## src/rtl/ita_activation_collector.sv

```systemverilog
`default_nettype none
// ============================================================================
// Module   : ita_activation_collector
// Purpose  : Receive-side companion of the activation stage. Tracks words
//            launched into the fixed-latency, non-stallable activation
//            pipeline, captures the pipeline output when it emerges and
//            buffers it in a small circular FIFO that drains to the output
//            writer over a valid/ready handshake. Upstream issue is throttled
//            by credits (FIFO occupancy + words in flight) so backpressure
//            from the writer never loses a result.
// Ports    : clk_i, rst_ni (async, active-low), flush_i (sync clear)
//            issue_i / issue_last_i / issue_ready_o : upstream issue + credit
//            act_data_i    : activation stage output, lane i at [i*WO +: WO]
//            oup_valid_o / oup_ready_i / oup_data_o / oup_last_o : FIFO head
//            busy_o        : any word in flight or buffered
//            overflow_o    : sticky, a word arrived while the FIFO was full
//            stall_cnt_o   : (ITA_ACT_COLLECT_STATS_EN only) cycles with a
//                            valid head and no ready, saturating
// Options  : define ITA_ACT_COLLECT_STATS_EN to add stall_cnt_o.
// Revision : 1.0 - initial release
// ============================================================================
module ita_activation_collector #(
  parameter int N       = 16,
  parameter int WO      = 8,
  parameter int LATENCY = 2,
  parameter int DEPTH   = 4
) (
  input  logic            clk_i,
  input  logic            rst_ni,
  input  logic            flush_i,
  input  logic            issue_i,
  input  logic            issue_last_i,
  output logic            issue_ready_o,
  input  logic [N*WO-1:0] act_data_i,
  output logic            oup_valid_o,
  input  logic            oup_ready_i,
  output logic [N*WO-1:0] oup_data_o,
  output logic            oup_last_o,
  output logic            busy_o,
  output logic            overflow_o
`ifdef ITA_ACT_COLLECT_STATS_EN
  ,
  output logic [31:0]     stall_cnt_o
`endif
);

  localparam int unsigned c_ptr_w       = $clog2(DEPTH) + 1;
  // Storage index width; rounded up so a pointer slice indexes the array exactly.
  localparam int unsigned c_addr_w      = (DEPTH > 1) ? $clog2(DEPTH) : 1;
  localparam int unsigned c_mem_entries = 1 << c_addr_w;
  // Wide enough to hold count + inflight without wrapping.
  localparam int unsigned c_sum_w       = c_ptr_w + $clog2(LATENCY + 1) + 1;

  // Delay line mirroring the activation pipeline.
  logic [LATENCY-1:0] r_dl_valid;
  logic [LATENCY-1:0] r_dl_last;

  // FIFO state.
  logic [N*WO-1:0]        r_mem_data [c_mem_entries];
  logic [c_mem_entries-1:0] r_mem_last;
  logic [c_ptr_w-1:0]     r_wr_ptr;
  logic [c_ptr_w-1:0]     r_rd_ptr;
  logic [c_ptr_w-1:0]     r_count;
  logic                   r_overflow;

  logic [c_sum_w-1:0]     w_inflight;
  logic                   w_issue;
  logic                   w_push_req;
  logic                   w_full;
  logic                   w_push;
  logic                   w_pop;

  function automatic logic [c_ptr_w-1:0] f_next_ptr(input logic [c_ptr_w-1:0] p);
    return (p == c_ptr_w'(DEPTH - 1)) ? '0 : p + c_ptr_w'(1);
  endfunction

  always_comb begin
    w_inflight = '0;
    for (int i = 0; i < LATENCY; i++) begin
      w_inflight = w_inflight + c_sum_w'(r_dl_valid[i]);
    end
  end

  // Credits count words already committed to the FIFO plus those still in
  // the pipeline; a pop only frees a credit once r_count has dropped.
  assign issue_ready_o = (c_sum_w'(r_count) + w_inflight) < c_sum_w'(DEPTH);
  assign w_issue       = issue_i & issue_ready_o;

  assign w_push_req    = r_dl_valid[LATENCY-1];
  assign w_full        = (r_count == c_ptr_w'(DEPTH));
  assign w_push        = w_push_req & ~w_full;
  assign oup_valid_o   = (r_count != '0);
  assign w_pop         = oup_valid_o & oup_ready_i;

  assign oup_data_o    = r_mem_data[r_rd_ptr[c_addr_w-1:0]];
  assign oup_last_o    = r_mem_last[r_rd_ptr[c_addr_w-1:0]];
  assign busy_o        = oup_valid_o | (w_inflight != '0);
  assign overflow_o    = r_overflow;

  // Delay line: stage 0 loads the accepted issue, later stages shift.
  always_ff @(posedge clk_i or negedge rst_ni) begin
    if (!rst_ni) begin
      r_dl_valid <= '0;
      r_dl_last  <= '0;
    end else if (flush_i) begin
      r_dl_valid <= '0;
    end else begin
      r_dl_valid[0] <= w_issue;
      r_dl_last[0]  <= issue_last_i;
      for (int i = 1; i < LATENCY; i++) begin
        r_dl_valid[i] <= r_dl_valid[i-1];
        r_dl_last[i]  <= r_dl_last[i-1];
      end
    end
  end

  // FIFO. The capture path has no enable: a word in the last stage is
  // written this cycle, or dropped (and flagged) if the FIFO is full.
  always_ff @(posedge clk_i or negedge rst_ni) begin
    if (!rst_ni) begin
      r_wr_ptr   <= '0;
      r_rd_ptr   <= '0;
      r_count    <= '0;
      r_overflow <= 1'b0;
      r_mem_last <= '0;
      for (int i = 0; i < int'(c_mem_entries); i++) begin
        r_mem_data[i] <= '0;
      end
    end else if (flush_i) begin
      r_wr_ptr   <= '0;
      r_rd_ptr   <= '0;
      r_count    <= '0;
      r_overflow <= 1'b0;
    end else begin
      if (w_push) begin
        r_mem_data[r_wr_ptr[c_addr_w-1:0]] <= act_data_i;
        r_mem_last[r_wr_ptr[c_addr_w-1:0]] <= r_dl_last[LATENCY-1];
        r_wr_ptr <= f_next_ptr(r_wr_ptr);
      end
      if (w_pop) begin
        r_rd_ptr <= f_next_ptr(r_rd_ptr);
      end
      if (w_push & ~w_pop) begin
        r_count <= r_count + c_ptr_w'(1);
      end else if (~w_push & w_pop) begin
        r_count <= r_count - c_ptr_w'(1);
      end
      if (w_push_req & w_full) begin
        r_overflow <= 1'b1;
      end
    end
  end

`ifdef ITA_ACT_COLLECT_STATS_EN
  logic [31:0] r_stall_cnt;

  always_ff @(posedge clk_i or negedge rst_ni) begin
    if (!rst_ni) begin
      r_stall_cnt <= '0;
    end else if (flush_i) begin
      r_stall_cnt <= '0;
    end else if (oup_valid_o & ~oup_ready_i & (r_stall_cnt != '1)) begin
      r_stall_cnt <= r_stall_cnt + 32'd1;
    end
  end

  assign stall_cnt_o = r_stall_cnt;
`endif

endmodule
`default_nettype wire

```

## config.mk

```make
export PLATFORM = sky130hd
export DESIGN_NAME = ita_activation_collector
export DESIGN_NICKNAME = d
export VERILOG_FILES = /design/src/rtl/ita_activation_collector.sv
export SDC_FILE = /design/constraint.sdc
export NUM_CORES = 1
export LEC_CHECK = 0
export CORE_MARGIN = 10
export CORE_UTILIZATION = 53
export DETAILED_ROUTE_END_ITERATION = 10
export PLACE_DENSITY = 0.78
export SYNTH_ARGS = -nofsm -noshare
export SYNTH_HDL_FRONTEND = slang
export SYNTH_SLANG_ARGS = --single-unit
export TNS_END_PERCENT = 5
```

## constraint.sdc

```tcl
create_clock -name clk_i -period 3.65 [get_ports clk_i]
set_input_delay 0.365 -clock clk_i [delete_from_list [all_inputs] [get_ports clk_i]]
set_output_delay 0.365 -clock clk_i [all_outputs]
set_load 0.01 [all_outputs]
```

* After elaboration in Yosys (flattened, before gate mapping) *
Cells that the tools add are included.

word-level totals
  output and inout port bits = 133
  bits in registers = 530

operators by class
  bitwise logic cells = 13
  add/subtract/negate cells = 6
  order comparisons = 7
  muxes and demuxes = 23
  reduce and logical (&&, ||, !) cells = 9
  equal/unequal tests = 3

operator list
  kind                   count
  $bwmux W512            1
  $mux W128              3
  $bmux W128 S2          1
  $demux W128 S2         1
  $mux W3                9
  $add A3 B1 Y3 const B  3
  $and A1 B1 Y1          6
  $eq A3 B2 Y1 const B   2
  $ge A3 B3 Y1 const B   2
  $lt A2 B3 Y1 const B   2
  $not A2 Y3             2
  $reduce_bool A2 Y1     3
  $reduce_bool A3 Y1     2
  $reduce_bool A6 Y1     1
  $add A3 B2 Y4          1
  $bwmux W4              1
  $lt A4 B3 Y1 const B   1
  $mux W1                4
  $not A1 Y1             4
  $eq A3 B3 Y1 const B   1
  $lt A3 B1 Y1 const B   1
  $sub A3 B1 Y3 const B  1
  $add A1 B1 Y2          1
  $bmux W1 S2            1
  other kinds (6)        7

* Longest topological paths before layout *
  depth after elaboration = 8
  mapped depth = 8

* Worst setup path before layout *
No wires, ideal clock.

  path kind = flip-flop to flip-flop
  start = register r_count[1]
  end = register r_count[2]
  arrival = 2,145 ps
  slack = 1,411 ps
  clock period less this slack = 2,239 ps
  stages on the path, launching flop included = 9
  path through = dfrtp_1 > buf_6 > or3b_1 > buf_6 > and3_1 > fa_1 > and3b_1 > a21o_1 > a211oi_1

between the ends
  word-level cells in the longest chain between the ends = 6
  elaborated cells on any way between the ends = 15
  classes of those cells = add/sub: 2; eq/ne: 1; mux: 3; bitwise: 7; reduce/logical: 2

RTL lines
  what                                                   line  source
  from (decl)                                            63    logic [c_ptr_w-1:0] r_count;
  from (signal assigned)                                 144   r_count <= r_count + c_ptr_w'(1);
  from (signal assigned)                                 146   r_count <= r_count - c_ptr_w'(1);
  branches (longest 6 deep; another with $sub A3 B1 Y3)  n/a

Parallel ways; which one is timed is not known. The select of a mux whose other input is x is not followed.
A chain may end at the register's enable or synchronous reset.

* Final worst setup path *
  start = register r_rd_ptr[0]
  end = output oup_data_o[82]

between the ends
  word-level cells in the longest chain between the ends = 4

RTL lines
  what                                          line  source
  from (decl)                                   62    logic [c_ptr_w-1:0] r_rd_ptr;
  from (signal assigned)                        141   r_rd_ptr <= f_next_ptr(r_rd_ptr);
  $not A2 Y3 (not written as such)              95    assign oup_data_o = r_mem_data[r_rd_ptr[c_addr_w-1:0]];
  $bmux W128 S2                                 95
  $mux W128 (not written as such) (2 in a row)  95
  to (decl)                                     37    output logic [N*WO-1:0] oup_data_o,

No other way between the ends. The select of a mux whose other input is x is not followed.

==> results.cfg <==
[synth]
netlist_area_um2 = 25200
syn_area_per_cell_um2 = 18.9
synth_edf_count = 0
ys_seq_elements = 530
syn_inst = 1336
synth_cell_types = 38
synth_flop_cell = dfrtp_1
ys_seq_area_share_pct = 52.6
synthArstFlopShare_pct = 100
ys_warn_count = 0
syn-num-nets = 1479

[finish]
seqCellArea_um2 = 13300
synthToLayoutAreaGrowth_pct = 19.3
final.fill_count = 3222
final_util_pct = 64.3
nets = 1754
final_common_cell = dfrtp_1
fin_area_um2 = 30100
multiInputGateArea_um2 = 10700
drive_above_1_share_pct = 45.4
layout_common_cells = dfrtp_1 (528), mux2_4 (400), clkdlybuf4s50_1 (265), mux4_2 (129), mux2_2 (79)

[sta]
fin_skew_ps = 11.1
final.min_clock_period_ps = 3360
setup_viol = 0
drv_slew = 0
finalSetupTns_ps = 0
slew_headroom_pct = 38.2
timing.final.crit_share_pct = 92.0
finalHoldViolations = 0
rsz0062_at_grt = false
worst_pin_slew_ps = 928
timing.fmax_mhz = 298

[cts]
post_cts_resized = 0
cts.sinks = 530
htreeDepth = 2
cts_inserted_buffers = 54
clock_latency_ps = 590
root_buffer = clkbuf_16
cts_tree = done
clockBufferDepth = 3
clk_pin_slew_ps = 60

[route]
wl_per_cell_um = 24.0
via_per_inst = 5.70
detail-route-antenna-nets = 0
drcViolationCount = 0
drt-total-wl_mm = 54.4
num_vias = 12900
drtIter0Drc = 726
drtPass1Iterations = 4

[global_routing]
busiest_layer = met2
grt_overflow_total = 0
grt_util_met2_pct = 31.1
grt_max_degree = 116
grt_pass1_vias = 14900
grt_use_met1_pct = 26.9
grt_pass1_wl_mm = 88.5
antenna_found_initial = 5
grt_util_met3_pct = 4.77
grt_usage_pct = 19.6

[die]
fp.dieH_um = 238
die_width_um = 238
die_area_um2 = 56700
rows = 79
core_um2 = 46800
initial_utilization_pct = 53.9
pin_count = 267

[place]
place_area_um2 = 28100
gp_congestion = 0.745
port_buffers = 266
dp_hpwl_mm = 34.7

[hold_path]
worstHoldStart = issue_last_i
hold_path.class = in -> reg

[power_and_ir_drop]
p_per_area_nw_per_um2 = 675
irDropWorstVdd_mv = 0.434
leakage_uw = 0.0148

[flow_run]
maxCapViolations = 0

[setup_path]
cp.required_ps = 3280
startpoint = r_rd_ptr[0]$_DFFE_PN0P_
startpoint_type = register
critPathCaptureType = output pin
arrival_ps = 2990
r2r-start = r_count[0]$_DFFE_PN0P_
cp_max_fo = 35
worstSetupPathType = reg -> out

[run_status]
status = complete, no violations
==> stage by stage <==
stage	total power [µW]	hold WS [ps]	setup WS, ps	cells
after global placement	14300	468	834	2161
final	20300	442	292	2267
after detailed placement	14400	475	826	2161
after CTS	20500	409	173	2264
after global routing	21200	411	97.7	2264
after floorplan	11300	69.4	1410	1336
==> cell families after synthesis <==
kind of cell	count (synthesis)	share of synthesized area (%)
and+or+nand+nor	22	0.670
AOI/OAI and AO/OA	22	0.645
DFF	530	52.6
muxes	650	40.8
buffers and inverters	103	4.82
adders and majority gates	9	0.477
==> cell usage after synthesis (3+ instances only) <==
cell	n	area share, %
mux2_1	40	1.8
buf_6	10	0.45
dfrtp_1	530	53
a311oi_1	4	0.14
buf_4	5	0.15
buf_2	14	0.28
nand3_4	4	0.28
buf_1	4	0.060
buf_12	44	3.5
clkbuf_1	16	0.24
a21oi_1	4	0.079
mux2_2	79	3.5
nor2_1	8	0.12
mux4_2	129	12
mux2_4	400	24
o21ai_0	3	0.060
ha_1	8	0.40
inv_1	10	0.15
==> what timing repair did <==
| item | CTS | global route |
|---|---|---|
| hold buffers | 1 | 0 |
| buffers inserted | 0 | 0 |
| endpoints found under the hold margin | 105 | 0 |
==> routing by layer <==
| layer | wire [µm] | part of all wire [%] | up-vias |
|---|---|---|---|
| met5 | 45 | 0.083 | - |
| met4 | 726 | 1.3 | 8 |
| met3 | 3290 | 6.1 | 63 |
| met2 | 26100 | 48 | 287 |
| met1 | 24200 | 45 | 7021 |
| li1 | - | - | 5550 |
==> final timing paths <==
| check | cells past startpoint | endpoint | slack (ps) |
|---|---|---|---|
| setup / recovery | 3 | oup_data_o[82] | 290 |
| hold / removal | 2 | r_dl_last[0]$_DFFE_PN0N_ | 440 |
| setup reg to reg | 4 | r_mem_data[36]$_DFFE_PN0P_ | 990 |
| hold reg to reg | 1 | r_mem_data[246]$_DFFE_PN0P_ | 490 |
| max in group asynchronous | 3 | r_mem_data[26]$_DFFE_PN0P_ | 2100 |
| min in group asynchronous | 2 | r_mem_data[94]$_DFFE_PN0P_ | 470 |
==> cell type report <==
type / count / share of cell area, %
sequential: 530 / 44.1
clock buffer: 80 / 5.43
antenna: 3 / 0.0250
tap: 607 / 2.53
inverter: 10 / 0.125
timing repair buffer: 312 / 11.0
clock inverter: 22 / 1.07
multi-input combinational: 703 / 35.7
==> critical path, cell delays in order (launching register included) <==
cell and delay, ps:
dfrtp_4 960, buf_4 380, mux4_2 540, clkdlybuf4s50_1 500
==> report_power, final <==
part | internal [µW] | total, µW | switching (µW)
clock network | 3660 | 5990 | 2330
logic | 4250 | 6580 | 2330
registers | 6970 | 7720 | 748
==> sequential cells by signal, summed over array words and instances, names as in the netlist <==
register,flops
r_mem_data,512
r_wr_ptr,3
r_dl_last,2
overflow_o,1
r_dl_valid,2
r_rd_ptr,3
r_mem_last,4
r_count,3
No activity file was read; power rests on OpenSTA's default activity.
